<file path="config.mk">
export PLATFORM = sky130hd
export DESIGN_NAME = oram_block_frontend_adapter_flat
export DESIGN_NICKNAME = d
export VERILOG_FILES = /design/src/rtl/oram_block_frontend_adapter_if.sv /design/src/rtl/oram_block_frontend_adapter.sv /design/src/flat_wrapper.sv
export SDC_FILE = /design/constraint.sdc
export NUM_CORES = 2
export LEC_CHECK = 0
export CAP_MARGIN = 20
export CORE_AREA = 5 5 449 451
export DETAILED_ROUTE_END_ITERATION = 7
export DIE_AREA = 0 0 454 456
export PLACE_DENSITY_LB_ADDON = 0.2
export SLEW_MARGIN = 20
export SYNTH_ARGS = -nofsm -noshare
export SYNTH_HDL_FRONTEND = slang
export SYNTH_SLANG_ARGS = --single-unit
</file>
<file path="constraint.sdc">
create_clock -name Clock -period 2.5 [get_ports Clock]
set_clock_uncertainty 0.15 [all_clocks]
set_input_delay 0.5 -clock Clock [delete_from_list [all_inputs] [get_ports Clock]]
set_output_delay 0.5 -clock Clock [all_outputs]
set_load 0.005 [all_outputs]
</file>
<file path="src/rtl/oram_block_frontend_adapter_if.sv">
// Host request/response bus plus the Path ORAM frontend command/data bus.
// Latency: none, wiring only.
// Backpressure: valid/ready on every channel; 'slave' is the adapter, 'master' its environment.
interface oram_block_frontend_adapter_if #(
  parameter int ORAMB    = 512,
  parameter int ORAMU    = 32,
  parameter int FEDWidth = 32
);
  // Host side: one whole block per handshake
  logic [1:0]          HCmd;
  logic [ORAMU-1:0]    HAddr;
  logic [ORAMB-1:0]    HData;
  logic                HCmdValid;
  logic                HCmdReady;
  logic [ORAMB-1:0]    HRespData;
  logic                HRespValid;
  logic                HRespReady;
  // ORAM side: command plus FEDWidth-wide data beats
  logic [1:0]          Cmd;
  logic [ORAMU-1:0]    PAddr;
  logic                CmdValid;
  logic                CmdReady;
  logic [FEDWidth-1:0] DataIn;
  logic                DataInValid;
  logic                DataInReady;
  logic [FEDWidth-1:0] DataOut;
  logic                DataOutValid;
  logic                DataOutReady;

  modport slave (
    input  HCmd, HAddr, HData, HCmdValid, HRespReady,
    output HCmdReady, HRespData, HRespValid,
    output Cmd, PAddr, CmdValid, DataIn, DataInValid, DataOutReady,
    input  CmdReady, DataInReady, DataOut, DataOutValid
  );

  modport master (
    output HCmd, HAddr, HData, HCmdValid, HRespReady,
    input  HCmdReady, HRespData, HRespValid,
    input  Cmd, PAddr, CmdValid, DataIn, DataInValid, DataOutReady,
    output CmdReady, DataInReady, DataOut, DataOutValid
  );
endinterface

</file>
<file path="src/rtl/oram_block_frontend_adapter.sv">
// Host-to-ORAM block adapter: one command, then Chunks write beats out or Chunks read beats in.
// Latency: command 1 cycle after host accept; write 2+Chunks cycles, read 3+Chunks with response.
// Backpressure: one request in flight; CmdReady/DataInReady/DataOutValid/HRespReady low simply stall.
module oram_block_frontend_adapter #(
  parameter int ORAMB    = 512,
  parameter int ORAMU    = 32,
  parameter int FEDWidth = 32
) (
  input  logic                          Clock,
  input  logic                          Reset,
  oram_block_frontend_adapter_if.slave  bus,
  output logic                          Busy,
  output logic                          ErrStray
);

  localparam int Chunks = ORAMB / FEDWidth;
  localparam int CW     = $clog2(Chunks) + 1;
  localparam logic [CW-1:0] LastBeat = CW'(Chunks - 1);

  typedef enum logic [2:0] {
    ST_Idle,
    ST_Cmd,
    ST_Write,
    ST_Read,
    ST_Resp
  } state_t;

  state_t           state;
  logic [1:0]       cmdReg;
  logic [ORAMU-1:0] addrReg;
  logic [ORAMB-1:0] shiftReg;    // write block, MS slice is the current beat
  logic [ORAMB-1:0] accReg;      // read block, first beat ends up in the MSBs
  logic [CW-1:0]    beatCnt;
  logic             hCmdRdy;
  logic             cmdVld;
  logic             dinVld;
  logic             doutRdy;
  logic             respVld;
  logic             errStray;

  // Data/address outputs come straight from the holding registers, so they
  // are stable for as long as the matching valid is high.
  assign bus.HCmdReady    = hCmdRdy;
  assign bus.Cmd          = cmdReg;
  assign bus.PAddr        = addrReg;
  assign bus.CmdValid     = cmdVld;
  assign bus.DataIn       = shiftReg[ORAMB-1 -: FEDWidth];
  assign bus.DataInValid  = dinVld;
  assign bus.DataOutReady = doutRdy;
  assign bus.HRespData    = accReg;
  assign bus.HRespValid   = respVld;
  assign Busy             = (state != ST_Idle);
  assign ErrStray         = errStray;

  // Request FSM with registered handshake outputs; reset aborts any transfer.
  always_ff @(posedge Clock) begin
    if (!Reset) begin
      state    <= ST_Idle;
      cmdReg   <= '0;
      addrReg  <= '0;
      shiftReg <= '0;
      accReg   <= '0;
      beatCnt  <= '0;
      hCmdRdy  <= 1'b0;
      cmdVld   <= 1'b0;
      dinVld   <= 1'b0;
      doutRdy  <= 1'b0;
      respVld  <= 1'b0;
      errStray <= 1'b0;
    end else begin
      // Read beats are only consumed in ST_Read; anything else is a protocol error.
      if (bus.DataOutValid && state != ST_Read) begin
        errStray <= 1'b1;
      end
      case (state)
        ST_Idle: begin
          if (bus.HCmdValid && hCmdRdy) begin
            cmdReg   <= bus.HCmd;
            addrReg  <= bus.HAddr;
            shiftReg <= bus.HData;
            beatCnt  <= '0;
            hCmdRdy  <= 1'b0;
            cmdVld   <= 1'b1;
            state    <= ST_Cmd;
          end else begin
            hCmdRdy <= 1'b1;
          end
        end
        ST_Cmd: begin
          if (bus.CmdReady) begin
            cmdVld <= 1'b0;
            // Update(0)/Append(1) carry data out; Read(2)/ReadRmv(3) bring data back.
            if (!cmdReg[1]) begin
              dinVld <= 1'b1;
              state  <= ST_Write;
            end else begin
              doutRdy <= 1'b1;
              state   <= ST_Read;
            end
          end
        end
        ST_Write: begin
          if (bus.DataInReady) begin
            shiftReg <= shiftReg << FEDWidth;
            beatCnt  <= beatCnt + CW'(1);
            if (beatCnt == LastBeat) begin
              dinVld  <= 1'b0;
              hCmdRdy <= 1'b1;
              state   <= ST_Idle;
            end
          end
        end
        ST_Read: begin
          if (bus.DataOutValid) begin
            accReg  <= {accReg[ORAMB-FEDWidth-1:0], bus.DataOut};
            beatCnt <= beatCnt + CW'(1);
            if (beatCnt == LastBeat) begin
              doutRdy <= 1'b0;
              respVld <= 1'b1;
              state   <= ST_Resp;
            end
          end
        end
        ST_Resp: begin
          if (bus.HRespReady) begin
            respVld <= 1'b0;
            hCmdRdy <= 1'b1;
            state   <= ST_Idle;
          end
        end
        default: state <= ST_Idle;
      endcase
    end
  end

endmodule

</file>
<file path="src/flat_wrapper.sv">
// flat-port wrapper written by rule: the top's interface ports become plain ports
module oram_block_frontend_adapter_flat 
#(
  parameter int ORAMB    = 512,
  parameter int ORAMU    = 32,
  parameter int FEDWidth = 32
)
  (Clock, Reset, Busy, ErrStray, bus_HCmd, bus_HAddr, bus_HData, bus_HCmdValid, bus_HRespReady, bus_HCmdReady, bus_HRespData, bus_HRespValid, bus_Cmd, bus_PAddr, bus_CmdValid, bus_DataIn, bus_DataInValid, bus_DataOutReady, bus_CmdReady, bus_DataInReady, bus_DataOut, bus_DataOutValid);
  oram_block_frontend_adapter_if #(.ORAMB(ORAMB), .ORAMU(ORAMU), .FEDWidth(FEDWidth)) bus_i ();
  input  logic Clock;
  input  logic Reset;
  output logic Busy;
  output logic ErrStray;
  input wire logic [$bits(bus_i.HCmd)-1:0] bus_HCmd;
  input wire logic [$bits(bus_i.HAddr)-1:0] bus_HAddr;
  input wire logic [$bits(bus_i.HData)-1:0] bus_HData;
  input wire logic [$bits(bus_i.HCmdValid)-1:0] bus_HCmdValid;
  input wire logic [$bits(bus_i.HRespReady)-1:0] bus_HRespReady;
  output wire logic [$bits(bus_i.HCmdReady)-1:0] bus_HCmdReady;
  output wire logic [$bits(bus_i.HRespData)-1:0] bus_HRespData;
  output wire logic [$bits(bus_i.HRespValid)-1:0] bus_HRespValid;
  output wire logic [$bits(bus_i.Cmd)-1:0] bus_Cmd;
  output wire logic [$bits(bus_i.PAddr)-1:0] bus_PAddr;
  output wire logic [$bits(bus_i.CmdValid)-1:0] bus_CmdValid;
  output wire logic [$bits(bus_i.DataIn)-1:0] bus_DataIn;
  output wire logic [$bits(bus_i.DataInValid)-1:0] bus_DataInValid;
  output wire logic [$bits(bus_i.DataOutReady)-1:0] bus_DataOutReady;
  input wire logic [$bits(bus_i.CmdReady)-1:0] bus_CmdReady;
  input wire logic [$bits(bus_i.DataInReady)-1:0] bus_DataInReady;
  input wire logic [$bits(bus_i.DataOut)-1:0] bus_DataOut;
  input wire logic [$bits(bus_i.DataOutValid)-1:0] bus_DataOutValid;
  assign bus_i.HCmd = bus_HCmd;
  assign bus_i.HAddr = bus_HAddr;
  assign bus_i.HData = bus_HData;
  assign bus_i.HCmdValid = bus_HCmdValid;
  assign bus_i.HRespReady = bus_HRespReady;
  assign bus_HCmdReady = bus_i.HCmdReady;
  assign bus_HRespData = bus_i.HRespData;
  assign bus_HRespValid = bus_i.HRespValid;
  assign bus_Cmd = bus_i.Cmd;
  assign bus_PAddr = bus_i.PAddr;
  assign bus_CmdValid = bus_i.CmdValid;
  assign bus_DataIn = bus_i.DataIn;
  assign bus_DataInValid = bus_i.DataInValid;
  assign bus_DataOutReady = bus_i.DataOutReady;
  assign bus_i.CmdReady = bus_CmdReady;
  assign bus_i.DataInReady = bus_DataInReady;
  assign bus_i.DataOut = bus_DataOut;
  assign bus_i.DataOutValid = bus_DataOutValid;
  oram_block_frontend_adapter #(.ORAMB(ORAMB), .ORAMU(ORAMU), .FEDWidth(FEDWidth)) u_core (.Clock(Clock), .Reset(Reset), .bus(bus_i), .Busy(Busy), .ErrStray(ErrStray));
endmodule
</file>
==> results.txt <==
----------------------------------------------------
[Clock network]
  Worst-Skew Late Latency ... 0.77 ns
  CTS Root Cell ... sky130_fd_sc_hd__clkbuf_16
  Clock tree from TritonCTS ... built
  Number of sinks handled by clock tree synthesis ... roughly 1100
  Clock transition at the registers of the reported paths ... 0.06 ns
  H-tree Lvls ... 4
  Number of buffers between clock root and the deepest sink ... 3
  Number of buffers added by the clock tree synthesis step ... 134

[Worst setup path]
  Crit path buf inv count ... 1
  Largest incremental delay on the critical path ... 0.57 ns
  Worst path required time ... around 1.9 ns
  Kind of critical path ... reg -> out
  Reg-to-reg startpoint ... u_core.state[0]
  Worst Path Max Fanout ... 3
  Levels on crit path ... 1
  Register-to-register setup slack ... between 0.15 and 0.2 ns
  Cell family with the largest share of critical-path delay ... buffers and inverters
  Crit Reg-Reg Endpoint ... u_core.bus.HRespData[338]
  CP arrival ... 1.79 ns
  Critical Path, Cell by Cell ... clkdlybuf4s50_1
  Nature of the critical path startpoint ... flip-flop
  Critical-path top delay cell ... sky130_fd_sc_hd__clkdlybuf4s50_1
  CP endpoint kind ... primary output
  FF-to-FF path depth ... 5

[Finish]
  Non-filler cells in the finished layout ... 9148
  Layout cell share with drive strength beyond 1 ... under 10%
  Final layout net count ... 6986
  Highest-count cells in the layout ignoring fill and taps ... sky130_fd_sc_hd__nand2_1 (2097), sky130_fd_sc_hd__clkdlybuf4s50_1 (1038), sky130_fd_sc_hd__dfxtp_1 (1038)
  Final non-filler cell area ... 61500 um2
  Area of the multi-input gates ... around 17000 um2
  Commonest non-fill, non-tap cell in the layout ... sky130_fd_sc_hd__nand2_1
  Area of all sequential standard cells ... 21500 um2
  Area grow syn2layout ... 49.7%
  Count of fill cells added during filler insertion ... 21100

[Run]
  Number of violations of the max-capacitance limit ... 0

[Floorplan]
  Initial cell density of the core ... about a fifth
  Number of top-level pins ... 1170
  Number of placement rows ... 163
  Die height ... 456 um
  Total core area ... 197000 um2
  Horizontal die dimension ... ~450 um
  Full die area ... 207000 um2

[Drt]
  Count of antenna-violating nets left after detailed routing ... 0
  Vias after detailed routing ... 41000
  Detailed-route wire length ... roughly 210 mm
  DRC violation total after the first TritonRoute iteration ... just over 3000
  First-pass iteration count of the detailed router ... 6
  Post-route DRC violation count ... 0
  Routed WL per cell ... 23.0 um
  Drt via density ... 4.49

[STA]
  Worst Tran Pin Value ... 0.692 ns
  Count of pins over their slew limit ... 0
  Slew headroom ... 53.8%
  Ratio of final minimum period to clock period ... approximately 98%
  Minimum period implied by the final worst setup slack ... 2.44 ns
  Final Hold Fails ... 0
  Sum Neg Setup Slack ... 0 ns
  Final setup violation count ... 0
  Maximum frequency from static timing analysis ... 0.410 GHz
  Unrepaired setup endpoints after global routing ... false

[Logic synthesis]
  Post-synthesis sequential element count ... between 1000 and 1500
  Register area share after synthesis ... 52.3%
  Gate count of the mapped netlist ... 5304
  Synthesized net count ... 5891
  Mean instance size in the synthesized netlist ... 7.74 um2
  Post-synthesis instance area ... 41100 um2
  Cell variety after synth ... 37
  Yosys warning total ... 0

[Place]
  Global placer's final weighted congestion ... 0.878
  Post-Place Cell Area ... around 57000 um2
  Number of port buffers ... 1169
  Post-detail-place hpwl ... 166 mm
  Placed insts ... 8902

[Power]
  Static leakage power ... 0.0219 uW
  Highest ir drop seen on vdd ... 557 uV
  Switching power of the nets ... 15900 uW
  Total internal power ... 35800 uW
  Part of the power in combinational logic ... 21.8%
  Switching part of the total power ... 30.7%
  Part of the total power dissipated in sequential elements ... around two fifths
  Clock network power share ... 37.6%
  Power density of the placed cells ... around 840 nW/um2

[Global routing]
  Initial antenna violation count ... 38
  Largest net degree at the start of global routing ... 122
  Via count of the first global-routing pass ... 39500
  Global-route wire length before repair ... about 300 mm
  Global router's overall resource usage ... around a fifth
  Overflow left after global routing ... 0

[Min path]
  Worst hold path endpoint ... u_core.bus.HRespData[12]
  Worst hold path cell count ... 3
  Min-Delay Startpoint ... bus_DataOut[12]
  Worst Hold Class ... in -> reg

[Status]
  Result of the run ... finished clean

----------------------------------------------------
==> worst max path at each step <==
stage / from / endpoint / slack (ns)
6_report: u_core.bus.HRespData[273] / bus_HRespData[273] / 0.06
2_1_floorplan: bus_HCmdValid / u_core.shiftReg[331] / 0.68
5_1_grt: u_core.bus.HRespData[361] / bus_HRespData[361] / 0.001
3_5_place_dp: bus_DataInReady / u_core.shiftReg[133] / -0.35
3_3_place_gp: bus_DataInReady / u_core.shiftReg[110] / -0.33
4_1_cts: u_core.bus.HRespData[114] / bus_HRespData[114] / 0.0001
==> Yosys cell counts (all sizes together) <==
cell	n	share of area [%]
a21oi	584	7.1
or4b	1	0.024
ha	2	0.061
nand3b	3	0.085
o21ai	2	0.024
o32ai	1	0.021
a21o	1	0.018
nor2	487	4.5
dfxtp	1072	52
o211a	1	0.024
nand2b	7	0.11
a211oi	2	0.049
and3	2	0.030
a221oi	1	0.037
o31ai	1	0.018
o21a	4	0.073
clkbuf	282	2.6
nor2b	2	0.030
nand3	39	0.48
o22ai	1	0.015
a311oi	481	10
mux2i	3	0.073
a21boi	3	0.055
or3	2	0.030
nor3	2	0.037
a31oi	2	0.030
inv	2	0.018
a211o	1	0.021
nand2	2097	19
buf	216	2.8
==> timing repair <==
item,CTS,global route
buffers inserted,0,2
gates resized for setup,159,18
hold buffers,0,0
endpoints found under the setup margin,143,13
==> per-layer routing <==
layer | part of all wire (%) | global-route usage, %
met5 | 0.020 | 0
met4 | 2.5 | 5.62
met3 | 6.1 | 4.44
met2 | 51 | 34.4
met1 | 40 | 22.9
==> sequential cells by signal, indices dropped and copies added (netlist names) <==
name                     flops
u_core.bus.Cmd               2
u_core.ErrStray              1
u_core.bus.HRespValid        1
u_core.bus.CmdValid          1
u_core.bus.HCmdReady         1
u_core.bus.DataInValid       1
u_core.beatCnt               5
u_core.bus.PAddr            32
u_core.state                 3
u_core.bus.DataOutReady      1
u_core.shiftReg            512
u_core.bus.HRespData       512
==> layout make-up <==
class | count | area share (%)
Antenna cell | 17 | 0.0692
Clock buffer | 189 | 6.30
Clock inverter | 39 | 0.808
Inverter | 2 | 0.0244
Multi-Input combinational cell | 3732 | 28.4
Sequential cell | 1072 | 35.0
Tap cell | 2640 | 5.37
Timing Repair Buffer | 1457 | 24.1
==> power by group through the flow <==
| stage | registers (uW) | logic, uW | clock network [uW] |
|---|---|---|---|
| 2_1_floorplan | 20700 | 6640 | 0 |
| 5_1_grt | 21300 | 12400 | 20600 |
| 4_1_cts | 21000 | 11400 | 20000 |
| 3_3_place_gp | 21300 | 11300 | 0 |
| 3_5_place_dp | 21400 | 11400 | 0 |
| 6_report | 21000 | 11200 | 19400 |
==> per-stage QoR <==
stage                     hold WS (ns)  power, uW  utilization [%]  worst slack, ns
after global placement           0.291      32600             29.0           -0.332
after global routing            0.0727      54300             31.2          0.00122
after floorplan                  0.282      27300                -            0.681
after detailed placement         0.295      32800             29.0           -0.350
after CTS                       0.0475      52400             31.2         0.000112
final                            0.127      51700             31.2           0.0593
==> kinds of logic after synthesis <==
family                   Yosys count  synth area share, %
multiplexers                       3               0.0731
flip-flops                      1072                 52.3
AO/OA/AOI/OAI                   1085                 17.8
buffers and inverters            500                 5.42
AND/OR/NAND/NOR                 2642                 24.4
adder cells (fa/ha/maj)            2               0.0609
Note: power is estimated with default switching activity, not from simulation.
